`src/rtl/song_sequencer_pkg.sv`:
```
// Shared types for the song sequencer: FSM state encoding and the song ROM word layout.
package song_sequencer_pkg;

  typedef enum logic [2:0] {
    S_IDLE  = 3'd0,
    S_FETCH = 3'd1,
    S_LOAD  = 3'd2,
    S_WAIT  = 3'd3,
    S_END   = 3'd4
  } state_e;

  localparam int NOTE_W = 6;
  localparam int DUR_W  = 6;
  localparam int ROM_W  = NOTE_W + DUR_W;

  // ROM word is {note[11:6], duration[5:0]}; duration 0 marks end of song.
  typedef struct packed {
    logic [NOTE_W-1:0] note;
    logic [DUR_W-1:0]  dur;
  } rom_word_t;

  function automatic rom_word_t mk_word(input logic [NOTE_W-1:0] n, input logic [DUR_W-1:0] d);
    rom_word_t w;
    w.note = n;
    w.dur  = d;
    return w;
  endfunction

endpackage

```
`src/rtl/song_sequencer_rom.sv`:
```
// Registered song ROM (one cycle read latency), addressed by {song, note index}.
module song_rom
  import song_sequencer_pkg::*;
#(
  parameter int SONG_IDX_W = 2,
  parameter int NOTE_IDX_W = 5
) (
  input  logic                             clk,
  input  logic [SONG_IDX_W+NOTE_IDX_W-1:0] addr,
  output rom_word_t                        data
);

  localparam int ADDR_W = SONG_IDX_W + NOTE_IDX_W;

  rom_word_t word;
  int        sn;
  int        sl;

  // Song 3 fills every slot so that playback ends on the last index, not a marker.
  always_comb begin
    word = '0;
    sn   = int'(addr[ADDR_W-1 -: SONG_IDX_W]);
    sl   = int'(addr[NOTE_IDX_W-1:0]);
    case (sn)
      0: case (sl)
           0:       word = mk_word(6'd20, 6'd3);
           1:       word = mk_word(6'd0,  6'd2);
           default: word = '0;
         endcase
      1: case (sl)
           0:       word = mk_word(6'd10, 6'd4);
           1:       word = mk_word(6'd11, 6'd5);
           2:       word = mk_word(6'd12, 6'd6);
           default: word = '0;
         endcase
      2: case (sl)
           0:       word = mk_word(6'd30, 6'd1);
           1:       word = mk_word(6'd31, 6'd2);
           default: word = '0;
         endcase
      3:       word = mk_word(6'(sl + 1), 6'((sl % 7) + 1));
      default: word = '0;
    endcase
  end

  always_ff @(posedge clk) data <= word;

endmodule

```
`src/rtl/song_sequencer.sv`:
```
// Song sequencer: walks the song ROM note by note, handing each note to the note player.
module song_sequencer
  import song_sequencer_pkg::*;
#(
  parameter int SONG_IDX_W = 2,
  parameter int NOTE_IDX_W = 5
) (
  input  logic                  clk,
  input  logic                  reset,
  input  logic                  play,
  input  logic [SONG_IDX_W-1:0] song,
  input  logic                  done_with_note,
  output logic [NOTE_W-1:0]     note_to_load,
  output logic [DUR_W-1:0]      duration_to_load,
  output logic                  load_new_note,
  output logic                  play_enable,
  output logic                  song_done
);

  localparam logic [NOTE_IDX_W-1:0] LAST_IDX = '1;

  state_e                  state, state_n;
  logic                    play_q;
  logic [SONG_IDX_W-1:0]   song_q;
  logic [NOTE_IDX_W-1:0]   idx;
  rom_word_t               rom_q;
  logic                    start, song_ld, idx_clr, idx_inc, note_ld;

  assign start = play & ~play_q;

  song_rom #(
    .SONG_IDX_W(SONG_IDX_W),
    .NOTE_IDX_W(NOTE_IDX_W)
  ) u_rom (
    .clk  (clk),
    .addr ({song_q, idx}),
    .data (rom_q)
  );

  always_ff @(posedge clk or negedge reset) begin
    if (!reset) state <= S_IDLE;
    else        state <= state_n;
  end

  always_comb begin
    state_n     = state;
    song_ld     = 1'b0;
    idx_clr     = 1'b0;
    idx_inc     = 1'b0;
    note_ld     = 1'b0;
    play_enable = 1'b0;
    song_done   = 1'b0;
    case (state)
      S_IDLE: begin
        if (start) begin
          song_ld = 1'b1;
          idx_clr = 1'b1;
          state_n = S_FETCH;
        end
      end
      S_FETCH: begin
        play_enable = play;
        if (play) state_n = S_LOAD;
      end
      // ROM word stays valid while paused here since the address does not move.
      S_LOAD: begin
        play_enable = play;
        if (play) begin
          if (rom_q.dur == '0) begin
            state_n = S_END;
          end else begin
            note_ld = 1'b1;
            state_n = S_WAIT;
          end
        end
      end
      S_WAIT: begin
        play_enable = play;
        if (play && done_with_note) begin
          if (idx == LAST_IDX) begin
            state_n = S_END;
          end else begin
            idx_inc = 1'b1;
            state_n = S_FETCH;
          end
        end
      end
      S_END: begin
        song_done = 1'b1;
        idx_clr   = 1'b1;
        state_n   = S_IDLE;
      end
      default: state_n = S_IDLE;
    endcase
  end

  always_ff @(posedge clk or negedge reset) begin
    if (!reset) begin
      play_q           <= 1'b0;
      song_q           <= '0;
      idx              <= '0;
      note_to_load     <= '0;
      duration_to_load <= '0;
      load_new_note    <= 1'b0;
    end else begin
      play_q        <= play;
      load_new_note <= note_ld;
      if (song_ld) song_q <= song;
      if (idx_clr)      idx <= '0;
      else if (idx_inc) idx <= idx + NOTE_IDX_W'(1);
      if (note_ld) begin
        note_to_load     <= rom_q.note;
        duration_to_load <= rom_q.dur;
      end
    end
  end

endmodule
```
`config.mk`:
```
export PLATFORM = sky130hd
export DESIGN_NAME = song_sequencer
export DESIGN_NICKNAME = d
export VERILOG_FILES = /design/src/rtl/song_sequencer_pkg.sv /design/src/rtl/song_sequencer_rom.sv /design/src/rtl/song_sequencer.sv
export SDC_FILE = /design/constraint.sdc
export NUM_CORES = 1
export LEC_CHECK = 0
export ABC_AREA = 1
export BUFFER_PORTS_ARGS = -buffer_cell sky130_fd_sc_hd__buf_4
export CAP_MARGIN = 0
export CORE_MARGIN = 10
export CORE_UTILIZATION = 58
export DETAILED_ROUTE_END_ITERATION = 7
export PLACE_DENSITY = 0.81
export SYNTH_ARGS = -nofsm -noshare
export SYNTH_HDL_FRONTEND = slang
export SYNTH_SLANG_ARGS = --single-unit
export TNS_END_PERCENT = 50
```
`constraint.sdc`:
```
create_clock -name clk -period 3.3 [get_ports clk]
set_clock_uncertainty 0.1 [all_clocks]
set_input_delay 0.495 -clock clk [delete_from_list [all_inputs] [get_ports clk]]
set_output_delay 0.495 -clock clk [all_outputs]
set_load 0.02 [all_outputs]
```
==> results list, run 1 <==
- The flow ran to the end, and the final reports show no timing, DRC or antenna violations.
* Main combinational cell family by area after synthesis: simple AND/OR/NAND/NOR gates
- Post-detailed-route wirelength per cell: 11.84 um
- Total Neg Setup Slack: 0 ns
- Hold Path Stages: 1
* Clock network power share: 0.130
- Number of placed cells counting well taps: 325
- Overall die width: 78.35 um
- Flop pwr share: 0.326
- Slew @ Worst Pin: 0.8746 ns
- After synthesis the netlist holds a flip-flop and latch count of 36.
- Via count of the first global-routing pass: 1542
- In the routed design, unresolved DRC markers number 0.
- In this run the clock root is driven by a clkbuf_4.
* Total buffers and inverters traversed by the critical path: 4
* Total die area: 0.006138 mm^2
- Clock tree from TritonCTS: done
* Internal power: 1193 uW
* Starting utilization of the core area: 0.5964
* Remaining global-route overflow: 0
* Non-filler instance count after layout: 334
* Number of primary I/O pins: 21
- Synthesis produced 263 cells.
- Critical Path End Type: flip-flop
- Measured against the total synthesized area, the mux share comes to 0.
- Avg Cell Area, Syn: 7.507 um^2
* Global-route wire length before repair: 6665 um
- Switching share of power: 0.4635
- Clock period minus worst slack: 2.808 ns
- The worst setup path is launched from a flip-flop.
* Critical path required time: 3.42 ns
- During synthesis, Yosys emitted a total of 0 warnings.
- Clk Latency, worst-skew pair: 0.32 ns
* Switching component of the power: 1031 uW
- Count of routing violations after the opening detailed-route iteration: 65
* Crit path top cell by count: nand2_1
- Netlist area before placement: 0.001974 mm^2
- Peak fanout along the critical path: 9
- Of all flip-flops after synthesis, the portion carrying an async set or reset was 0.6667.
* Hold Path End: play_q
- STA puts the critical path data arrival time at 2.93 ns.
* Count of buffers from port buffering: 20
* Post-detail-place hpwl: 3123 um
* Hold violation total from the final report: 0
- Share of layout cells above drive strength 1: 0.1701
* Maximum vdd ir drop: 457.5 uV
- Upper clock frequency limit: 0.3561 GHz
- In the synthesized netlist the dominant register cell turns out to be dfrtp_1.
* Total of max-cap violations: 0
- In this run, synthesis inferred 0 flip-flops with an integrated enable.
- End-of-flow core utilization: 0.6765
* Fraction of the mapped netlist area in simple logic gates: 0.3352
* Filler instances: 301
- Setup repair after global routing missed its margin: no
- Critical path's top delay family: simple AND/OR/NAND/NOR gates
* Endpoint of the lowest-slack register-to-register path: u_rom.data[4]
* Netlist cell types: 30
- The analysis attributes to cell leakage a power of 0.001177 uW.
* All-layer global routing usage: 0.1310
- R2r startpoint: idx[3]
- Of all cell types, the one taking the most synthesized area is dfrtp_1.
- Buffers inserted during clock tree synthesis total 5.
- Row generation in the floorplan step produced 21 rows.
* Top post-synthesis cells by area: dfrtp_1 (30%), nand2_1 (14%), dfxtp_1 (12%)
- Of the synthesized area, sequential elements account for 0.4259.
- Among all stages on the critical path, the largest delay is contributed by dfrtp_1.
- The initial antenna violation count came to 0.
* Last weighted congestion value of the routability-driven placer: 0.9049
- Measured against its own limit, the worst slew margin works out to 0.4095.
- The core region is 0.003311 mm^2.
* Final wirelength: 3956 um
- The tightest hold path in the finished design has a slack of 0.1871 ns.
* Combinational share of power: 0.543
- Startpoint of the tightest hold check path: play
- The max-slew violation count came to 0.
* Instance count on the critical path: 21
- For this run, the post-layout net count is 301.
- 0 antenna diodes ended up in the layout.
* Synthesized netlist net count: 277
- TritonCTS Sinks: 36
- In this run the number of H-tree levels came out at 2.
* Power Density: 993.1 mW/mm^2
* Most frequent cells after synthesis: nand2_1 (76), inv_1 (34), dfrtp_1 (24)
* DR vias: 1708
- Number of setup violations in the final report: 0
- Maximum buffer depth of the clock tree: 2
- Of the available clock period, the critical path in the final layout requires 0.8510.
* Post-DRT Antenna Nets: 0
- Relative to the synthesized area, the layout overhead comes to 13.43%.
- Synthesized-area fraction occupied by xor and xnor cells: 0.004436
- Entering global routing, the biggest net connects 25 pins.
- Die height: 78.35 um
- The compound-gate portion of the synthesized area was 0.09316.
- Slowest Stage Delay on Critical Path: 0.51 ns
- Category of the most critical setup path: flip-flop to flip-flop
- Counting cells, the worst reg-to-reg path comes to 21.
- In the routed layout, each cell is associated on average with a via count of 5.114.
* Tightest Hold Check Type: input pin to flip-flop
- Walking the worst path, the cells encountered are nand2_1, nand2_1, inv_1, ha_1, nand3_2, nand2_2, inv_2, nand3_1, nand2_2, ha_1, nand3_2, nand3_2, nand2_1, nand2_1, inv_2, ha_1, inv_1, nor2_2, nand3_1, nand2_1, nor2_1.
- The number of setup buffers added after CTS is 0.
* Clock transition at the register clock pins on the worst setup and hold paths after CTS: 0.10 ns
* Portion of synthesized cell area occupied by the leading cell type: 0.3042
* 1st-pass router iterations: 4
- Of the total synthesized cell area, the portion taken by full adders, half adders and majority gates is 0.05070.
- Among all cell types in the netlist, the one instantiated most often is nand2_1.
* Worst-case register-to-register setup slack: 0.49 ns
power by group through the flow:
stage / Sequential, uW / Clock, uW / Combinational [uW]
2_1_floorplan: 764 / 0 / 872
3_3_place_gp: 725 / 0 / 1190
3_5_place_dp: 735 / 0 / 1200
4_1_cts: 724 / 296 / 1210
5_1_grt: 744 / 322 / 1380
6_report: 726 / 290 / 1210
worst max path at each step:
stage               startpoint             to  slack [ns]
floorplan               idx[3]  u_rom.data[4]        0.79
global placement        idx[3]  u_rom.data[1]        0.63
detailed placement      idx[3]  u_rom.data[1]        0.52
CTS                     idx[3]  u_rom.data[4]        0.50
global route            idx[3]  u_rom.data[1]        0.23
finish                  idx[3]  u_rom.data[4]        0.49
cells in the final DEF, fill, tap and decap left out, drive strengths merged:
master        n
nand2        81
a21oi        13
nor3          6
o311ai        1
buf          21
nor4          1
dfxtp        12
clkinv        1
xor2          1
o31ai         1
o21ai         9
a22oi         1
dfrtp        24
nand3        23
clkbuf        6
or2           1
nor3b         1
o22ai         5
bufinv        1
o211ai        2
inv          38
dlygate4sd3   1
ha            8
nand4         5
nor2         25
state kept, by name (all words and copies together), names as in the netlist:
register	flops
idx	5
load_new_note	1
duration_to_load	6
u_rom.data	12
play_q	1
state	3
song_q	2
note_to_load	6
per-stage QoR:
stage	worst slack, ns	power (uW)	area, um^2
after detailed placement	0.5161	1933	2153
final	0.4917	2224	2240
after floorplan	0.7941	1635	1974
after CTS	0.4969	2233	2240
after global placement	0.6348	1912	2153
after global routing	0.2315	2446	2240
per-layer routing:
metal,track usage,wire length [um],up-vias
met5,0,0,-
met1,0.1549,1816,754
met2,0.2171,1841,43
met3,0.03417,207,12
li1,-,-,899
met4,0.06093,91,0
logic make-up (layout without fill, tap and decap cells):
group | Yosys count | in the layout
DFF | 36 | 36
xor gates and xnor gates | 1 | 1
buffers and inverters | 43 | 68
AOI/OAI and AO/OA | 32 | 32
and+or+nand+nor | 143 | 143
adders and majority gates | 8 | 8
cell type report:
class                           count  area (um^2)  area share
Clock buffer                        6        41.29     0.01844
Clock inverter                      2        35.03     0.01564
Sequential cell                    36        840.8      0.3754
Tap cell                           46        57.56     0.02570
Multi-Input combinational cell    184        954.7      0.4263
Timing Repair Buffer               22        167.7     0.07486
Inverter                           38        142.6     0.06369
worst register-to-register path, cell delays in order (launching register included):
cell     delay (ns)
dfrtp_1        0.51
nand2_1        0.11
nand2_1        0.06
inv_1          0.09
ha_1           0.21
nand3_2        0.13
nand2_2        0.09
inv_2          0.06
nand3_1        0.08
nand2_2        0.08
ha_1           0.20
nand3_2        0.13
nand3_2        0.12
nand2_1        0.08
nand2_1        0.07
inv_2          0.07
ha_1           0.13
inv_1          0.06
nor2_2         0.14
nand3_1        0.08
nand2_1        0.07
nor2_1         0.04
timing repair:
| action | in CTS | in global routing |
|---|---|---|
| endpoints found under the hold margin | 24 | 0 |
| hold buffers | 1 | 0 |
| resized for setup | 0 | 0 |
Note: power is estimated with default switching activity, not from simulation.
==> inputs of run 2 (changes only) <==
--- a/config.mk
+++ b/config.mk
@@ -6,7 +6,7 @@
 export NUM_CORES = 1
 export LEC_CHECK = 0
 export ABC_AREA = 1
-export BUFFER_PORTS_ARGS = -buffer_cell sky130_fd_sc_hd__buf_4
+export BUFFER_PORTS_ARGS = -buffer_cell sky130_fd_sc_hd__buf_2
 export CAP_MARGIN = 0
 export CORE_MARGIN = 10
 export CORE_UTILIZATION = 58
==> results list, run 2 (synthesis results as in run 1) <==
- In this run the power density over the cells is 1004 mW/mm^2.
- The flow ran to the end, but the final reports show violations.
- Hold repair after CTS inserted 0 buffers.
* Placed cell areas: 0.002103 mm^2
- Once layout is complete, the utilization of the core stands at 0.6595.
- Share of layout cells above drive strength 1: 0.1742
- Post-detailed-route wirelength per cell: 11.71 um
- In this run, CTS created clock tree buffers numbering 5.
* Total count of max-transition violations in the final report: 0
- Failing checks: negative hold slack
- Internal power: 1159 uW
- In the final timing run, aggregate negative setup slack is 0 ns.
- Setup violations remaining at the end of the flow were counted as 0.
* DR vias: 1692
- Port buffering added 20 buffers.
- Part of the cycle the worst path needs: 0.8448
- The initial utilization of the core area, before any placement, comes to 0.5964.
- For this design the static power due to leakage is 0.001164 uW.
* Row count: 21
- Ranked by flip-flop count, first place goes to u_rom.data.
- Tightest Hold Check Type: input pin to asynchronous set/reset pin
- In the detailed route, the total length drawn on met3 is 244 um.
- For this design the top-level I/O count stands at 21.
- In this run, post-CTS repair resized a total of 0 instances.
- Total of max-cap violations: 0
- Post-Route M1 WL: 1749 um
- In this run the number of H-tree levels came out at 2.
* Switching share of power: 0.4714
* Smallest hold slack: -0.001394 ns
- For this block, the routed nets add up to 3900 um of wire.
- The initial antenna violation count is 0.
- Critical Path AT: 2.93 ns
* Post-DRT Antenna Nets: 0
- Most common cell after layout, fill and taps aside: nand2_1
- Combinational share of power: 0.531
- Of the total power, registers draw 0.330.
* Maximum buffer depth of the clock tree: 2
- Relative to the synthesized area, the layout overhead comes to 10.58%.
- At the worst endpoint, the required time is 3.44 ns.
* Root Buffer: clkbuf_4
- The worst register-to-register path has a depth of 21.
* R2r startpoint: idx[3]
* Switching component of the power: 1033 uW
* Clock period minus worst slack: 2.788 ns
- Count of routing violations after the opening detailed-route iteration: 118
- After filler insertion, the fill cell instance count of the layout stands at 310.
- Clk Latency, worst-skew pair: 0.34 ns
- The number of global-route vias before repair is 1562.
- Endpoint of the lowest-slack register-to-register path: u_rom.data[4]
- TritonCTS Sinks: 36
- The largest registers in the layout are u_rom.data: 12 flops, duration_to_load: 6 flops, note_to_load: 6 flops.
- Clock transition at the register clock pins on the worst setup and hold paths after CTS: 0.12 ns
- In the routed layout, each cell is associated on average with a via count of 5.081.
* Total die area: 0.006138 mm^2
* Met2 WL: 1817 um
- Diode count: 0
- Once the clock tree was built, the setup fixing pass inserted 0 buffers.
* Peak fanout along the critical path: 9
- Overall die width: 78.35 um
- At the end of the flow, the number of nets in the layout was 300.
- Last weighted congestion value of the routability-driven placer: 0.9195
- Die height: 78.35 um
- Worst-case register-to-register setup slack: 0.51 ns
* Clock network power share: 0.139
* Post-detail-place hpwl: 3043 um
- The highest layer touched by signal routing is met4.
- The count of endpoints failing hold in the final timing report was 3.
- For the pin with the worst max-slew slack, the measured transition is 0.8512 ns.
- Setup repair after global routing left no endpoint under its margin.
* Category of the most critical setup path: flip-flop to flip-flop
- Number of flip-flops in the largest register: 12
- Clock tree from TritonCTS: done
* Worst relative slew slack: 0.4253
- Kind of start point of the critical path: flip-flop
- Largest net degree at the start of global routing: 25
- Global-route wire length before repair: 6748 um
* Core footprint: 0.003311 mm^2
* 1st-pass router iterations: 4
- The design draws 2192 uW.
- The worst setup path is captured at a flip-flop.
* Highest-count cells in the layout ignoring fill and taps: nand2_1 (76), inv_1 (34), dfrtp_1 (24), nor2_1 (21), buf_2 (20)
* Finished Cell Area: 0.002183 mm^2
* Upper clock frequency limit: 0.3587 GHz
- After detailed routing, the number of remaining DRC violations is 0.
* All-layer global routing usage: 0.1332
- Maximum vdd ir drop: 476.7 uV
- Summed over all layers, the global routing overflow is 0.
## run 2: stage by stage
stage / hold slack, ns / instances / worst slack, ns
after floorplan: 0.09941 / 263 / 0.7941
after global placement: 0.3133 / 325 / 0.6372
after detailed placement: 0.3145 / 325 / 0.5285
after CTS: 0.003028 / 333 / 0.5252
after global routing: 0.007062 / 333 / 0.2227
final: -0.001394 / 333 / 0.5122
## run 2: critical path, cell delays in order, from the launching register on
cell     delay (ns)
dfrtp_1        0.51
nand2_1        0.12
nand2_1        0.07
inv_1          0.09
ha_1           0.21
nand3_2        0.12
nand2_2        0.09
inv_2          0.06
nand3_1        0.08
nand2_2        0.08
ha_1           0.20
nand3_2        0.13
nand3_2        0.12
nand2_1        0.07
nand2_1        0.07
inv_2          0.07
ha_1           0.13
inv_1          0.05
nor2_2         0.14
nand3_1        0.08
nand2_1        0.06
nor2_1         0.04
## run 2: cell type report
cell class / count / area, um^2 / area share
multi-input cells: 184 / 954.7 / 0.4373
flip-flops and latches: 36 / 840.8 / 0.3851
inverters: 38 / 142.6 / 0.06533
repair buffers: 21 / 107.6 / 0.04928
well taps: 46 / 57.56 / 0.02636
clock inverters: 3 / 42.54 / 0.01948
clock buffers: 5 / 37.54 / 0.01719
## run 2: metal layers
| layer | global-route usage | vias to the layer above |
|---|---|---|
| li1 | - | 891 |
| met1 | 0.1558 | 746 |
| met2 | 0.1998 | 47 |
| met5 | 0 | - |
| met3 | 0.04670 | 8 |
| met4 | 0.09319 | 0 |
## run 2: worst max-delay path by stage
| stage | slack (ns) | cells past startpoint | start | to |
|---|---|---|---|---|
| after detailed placement | 0.53 | 18 | idx[3] | u_rom.data[1] |
| after floorplan | 0.79 | 22 | idx[3] | u_rom.data[4] |
| after CTS | 0.53 | 21 | idx[3] | u_rom.data[4] |
| after global routing | 0.22 | 20 | idx[3] | u_rom.data[4] |
| final | 0.51 | 21 | idx[3] | u_rom.data[4] |
| after global placement | 0.64 | 18 | idx[3] | u_rom.data[1] |
## run 2: power by group through the flow
stage	Sequential, uW	Combinational [uW]	Clock (uW)
6_report	723	1160	304
4_1_cts	720	1170	313
5_1_grt	741	1340	337
2_1_floorplan	764	872	0
3_3_place_gp	724	1150	0
3_5_place_dp	730	1160	0
==> inputs of run 3 (changes only) <==
--- a/config.mk
+++ b/config.mk
@@ -5,13 +5,13 @@
 export SDC_FILE = /design/constraint.sdc
 export NUM_CORES = 1
 export LEC_CHECK = 0
-export ABC_AREA = 1
+export ABC_AREA = 0
 export BUFFER_PORTS_ARGS = -buffer_cell sky130_fd_sc_hd__buf_2
 export CAP_MARGIN = 0
 export CORE_MARGIN = 10
-export CORE_UTILIZATION = 58
+export CORE_UTILIZATION = 53
 export DETAILED_ROUTE_END_ITERATION = 7
-export PLACE_DENSITY = 0.81
+export PLACE_DENSITY = 0.78
 export SYNTH_ARGS = -nofsm -noshare
 export SYNTH_HDL_FRONTEND = slang
 export SYNTH_SLANG_ARGS = --single-unit
==> constraint.sdc (replaced) <==
create_clock -name clk -period 2.4 [get_ports clk]
set_clock_uncertainty 0.1 [all_clocks]
set_input_delay 0.36 -clock clk [delete_from_list [all_inputs] [get_ports clk]]
set_output_delay 0.36 -clock clk [all_outputs]
set_load 0.02 [all_outputs]
==> results list, run 3 <==
- Status: finished with violations
* Failing checks: negative setup slack
* Kind of start point of the critical path: flip-flop
- H-tree levels: 2
- Measured along the x axis, the die boundary spans 82.13 um.
* R2r startpoint: idx[3]
- DR vias/cell: 5.492
- Hold Path Stages: 1
- In the synthesized netlist the dominant register cell turns out to be dfrtp_1.
* Number of setup violations in the final report: 5
- By area the synthesized netlist is led by dfrtp_1 (29%), dfxtp_1 (12%), mux2_4 (6.6%).
- The count of endpoints failing hold in the final timing report is 0.
* Peak fanout along the critical path: 3
- Number of flip-flops in the largest register: 12
* Final wirelength: 4547 um
* TritonCTS Sinks: 36
- Number of enable-type register cells in the synthesized netlist: 0
- Post-synthesis compound-gate area fraction: 0.1737
* Root Buffer: clkbuf_8
- In the global route stage, overall resource usage came out at 0.1445.
* Total count of max-transition violations in the final report: 0
- Setup repair after global routing could not meet its margin everywhere.
- The initial antenna violation count was 0.
- DR vias: 1642
- Most common cell after layout, fill and taps aside: buf_4
* Die height: 82.13 um
* End-of-flow core utilization: 0.7147
- Most frequent cells after synthesis: dfrtp_1 (24), nor2_1 (16), a21oi_1 (12), dfxtp_1 (12), mux2_4 (9)
- In the final layout, the multi-input gates occupy 0.001217 mm^2.
- Standby leakage power: 0.001213 uW
- Number of CTS-inserted buffers: 5
- Clock period minus worst slack: 2.666 ns
- Setup slack on the critical path of the routed design comes to -0.2661 ns.
* Part of the cycle the worst path needs: 1.111
- In the layout the commonest cells are buf_4 (36), dfrtp_1 (24), buf_2 (20), nor2_1 (16), dfxtp_1 (12).
- Number of primary I/O pins: 21
- After synthesis, the share of cell area in mux cells is 0.1187.
- Adder and majority cell fraction of the synthesized area: 0.04893
* 1st-pass router iterations: 4
* Startpoint of the tightest hold check path: play
- Counting distinct cell types in the post-synthesis netlist gives 54.
* Total die area: 0.006745 mm^2
- Critical Path AT: 2.73 ns
* R2R cell count: 12
- In this run the remaining antenna-violating nets after routing total 0.
* Via count of the first global-routing pass: 1637
- In the final layout, the share of cells above drive strength 1 is 0.3745.
- The worst setup path is captured at a flip-flop.
* Worst-case register-to-register setup slack: -0.27 ns
- Post-detailed-route wirelength per cell: 15.21 um
* Largest registers: u_rom.data: 12 flops, duration_to_load: 6 flops, note_to_load: 6 flops
- The first global-routing pass estimated 7748 um of wire.
* Portion of synthesized cell area occupied by the leading cell type: 0.2936
- Synthesis inferred 36 register bits.
- Register with the most flip-flops: u_rom.data
* Post-detail-place hpwl: 3171 um
- The critical path is of the flip-flop to flip-flop type.
- The floorplan has 22 rows.
* Main combinational cell family by area after synthesis: compound AO/OA/AOI/OAI gates
- The number of antenna diodes in the final layout is 0.
- Netlist area before placement: 0.002046 mm^2
* Power Density: 1024 mW/mm^2
- Entering global routing, the biggest net connects 25 pins.
- Number of nets in the final layout: 264
- Maximum vdd ir drop: 682.8 uV
- The worst pin sits at a relative slew slack of 0.3332.
* Synthesized-area fraction occupied by xor and xnor cells: 0.03853
- After synthesis, the share of flip-flops with an asynchronous set or reset is 0.6667.
- At the later pin of the worst-skew pair, clock insertion delay measures 0.28 ns.
- Residual DRC count: 0
- Starting utilization of the core area: 0.5546
* Clock tree from TritonCTS: done
- Last weighted congestion value of the routability-driven placer: 0.8715
* Synth area leader: dfrtp_1
- Area growth from synthesis to final layout: 28.87%
- Count of buffers from port buffering: 20
* Storage cell area: 840.8 um^2
- OpenSTA, run right after detailed placement, puts the worst setup slack at -0.3272 ns.
- Synthesized netlist net count: 211
- For the pin with the worst max-slew slack, the measured transition is 0.9960 ns.
* Upper clock frequency limit: 0.3751 GHz
* Filler instances: 258
- Sequential element share of the synthesized area: 0.4110
- Tightest Hold Check Type: input pin to flip-flop
* Most common cell in the netlist: dfrtp_1
* Overall Power: 2698 uW
- Remaining global-route overflow: 0
- Endpoint of the lowest-slack register-to-register path: u_rom.data[1]
* Total Neg Setup Slack: -1.010 ns
- The tightest hold path in the finished design has a slack of 0.1471 ns.
- The clock passes through at most 2 buffers.
* Number of standard cells after synthesis: 197
* Synthesis Warnings: 0
- Total of max-cap violations: 0
- For hold timing, the worst endpoint is play_q.
- Clock-pin slew was measured on the worst setup and hold paths at 0.07 ns.
- Core footprint: 0.003689 mm^2
* Fraction of the mapped netlist area in simple logic gates: 0.1615
- After synthesis, the mean cell area works out to 10.38 um^2.
- STA puts the critical path data required time at 2.46 ns.
- The first routing iteration left 109 violations.
-- run 3: changes by cell type in the layout (fill, tap and decap cells not counted), sizes merged, moves of 4 or more --
cell	previous run	this run
buf	21	56
mux2i	0	4
nand2	81	8
a21boi	0	4
nor2	25	16
nand3	23	5
inv	38	7
xnor2	0	8
mux2	0	15
-- run 3: critical path, cell delays in order (launching register included) --
cell	delay (ns)
dfrtp_1	0.37
nand2_2	0.06
and2_4	0.14
ha_4	0.15
a21o_1	0.17
a221o_1	0.33
and2_4	0.16
ha_4	0.16
a21oi_4	0.16
mux2_4	0.33
ha_4	0.24
a21oi_2	0.12
mux2i_1	0.07
-- run 3: power breakdown --
| part | internal (uW) | switching (uW) |
|---|---|---|
| Sequential | 791 | 172 |
| Combinational | 591 | 627 |
| Clock | 307 | 210 |
| Total | 1690 | 1010 |
-- run 3: worst max path at each step --
stage | endpoint | cells past startpoint | start
6_report | u_rom.data[1] | 12 | idx[3]
5_1_grt | u_rom.data[1] | 12 | idx[4]
4_1_cts | u_rom.data[4] | 12 | idx[4]
3_5_place_dp | u_rom.data[1] | 12 | idx[4]
3_3_place_gp | u_rom.data[1] | 12 | idx[3]
2_1_floorplan | u_rom.data[1] | 13 | idx[4]
-- run 3: logic make-up after synthesis --
| family | after synthesis |
|---|---|
| buf+inv | 18 |
| fa+ha+maj | 8 |
| compound gates | 47 |
| simple gates | 60 |
| xor+xnor | 9 |
| flops | 36 |
| mux | 19 |
-- run 3: final cells by class --
| type | instances | share of cell area |
|---|---|---|
| multi-input cells | 143 | 0.4618 |
| flip-flops and latches | 36 | 0.3189 |
| repair buffers | 57 | 0.1443 |
| clock buffers | 5 | 0.02610 |
| well taps | 48 | 0.02278 |
| clock inverters | 3 | 0.01614 |
| inverters | 7 | 0.009967 |
-- run 3: stage by stage --
step                cells  area, um^2
finish                299        2636
global route          299        2636
CTS                   299        2592
detailed placement    272        2336
global placement      272        2336
floorplan             197        2120
-- run 3: what timing repair did --
action | 4_1_cts | 5_1_grt
resized for setup | 0 | 8
hold buffers | 1 | 0
buffers inserted | 19 | 2
endpoints found under the hold margin | 24 | 0
pin swaps | 7 | 4
setup endpoints to repair | 5 | 9
-- run 3: metal layers --
layer,global-route usage,wire [um]
met5,0,0
met4,0.03061,36
met3,0.03780,252
met2,0.2476,2303
met1,0.1785,1955
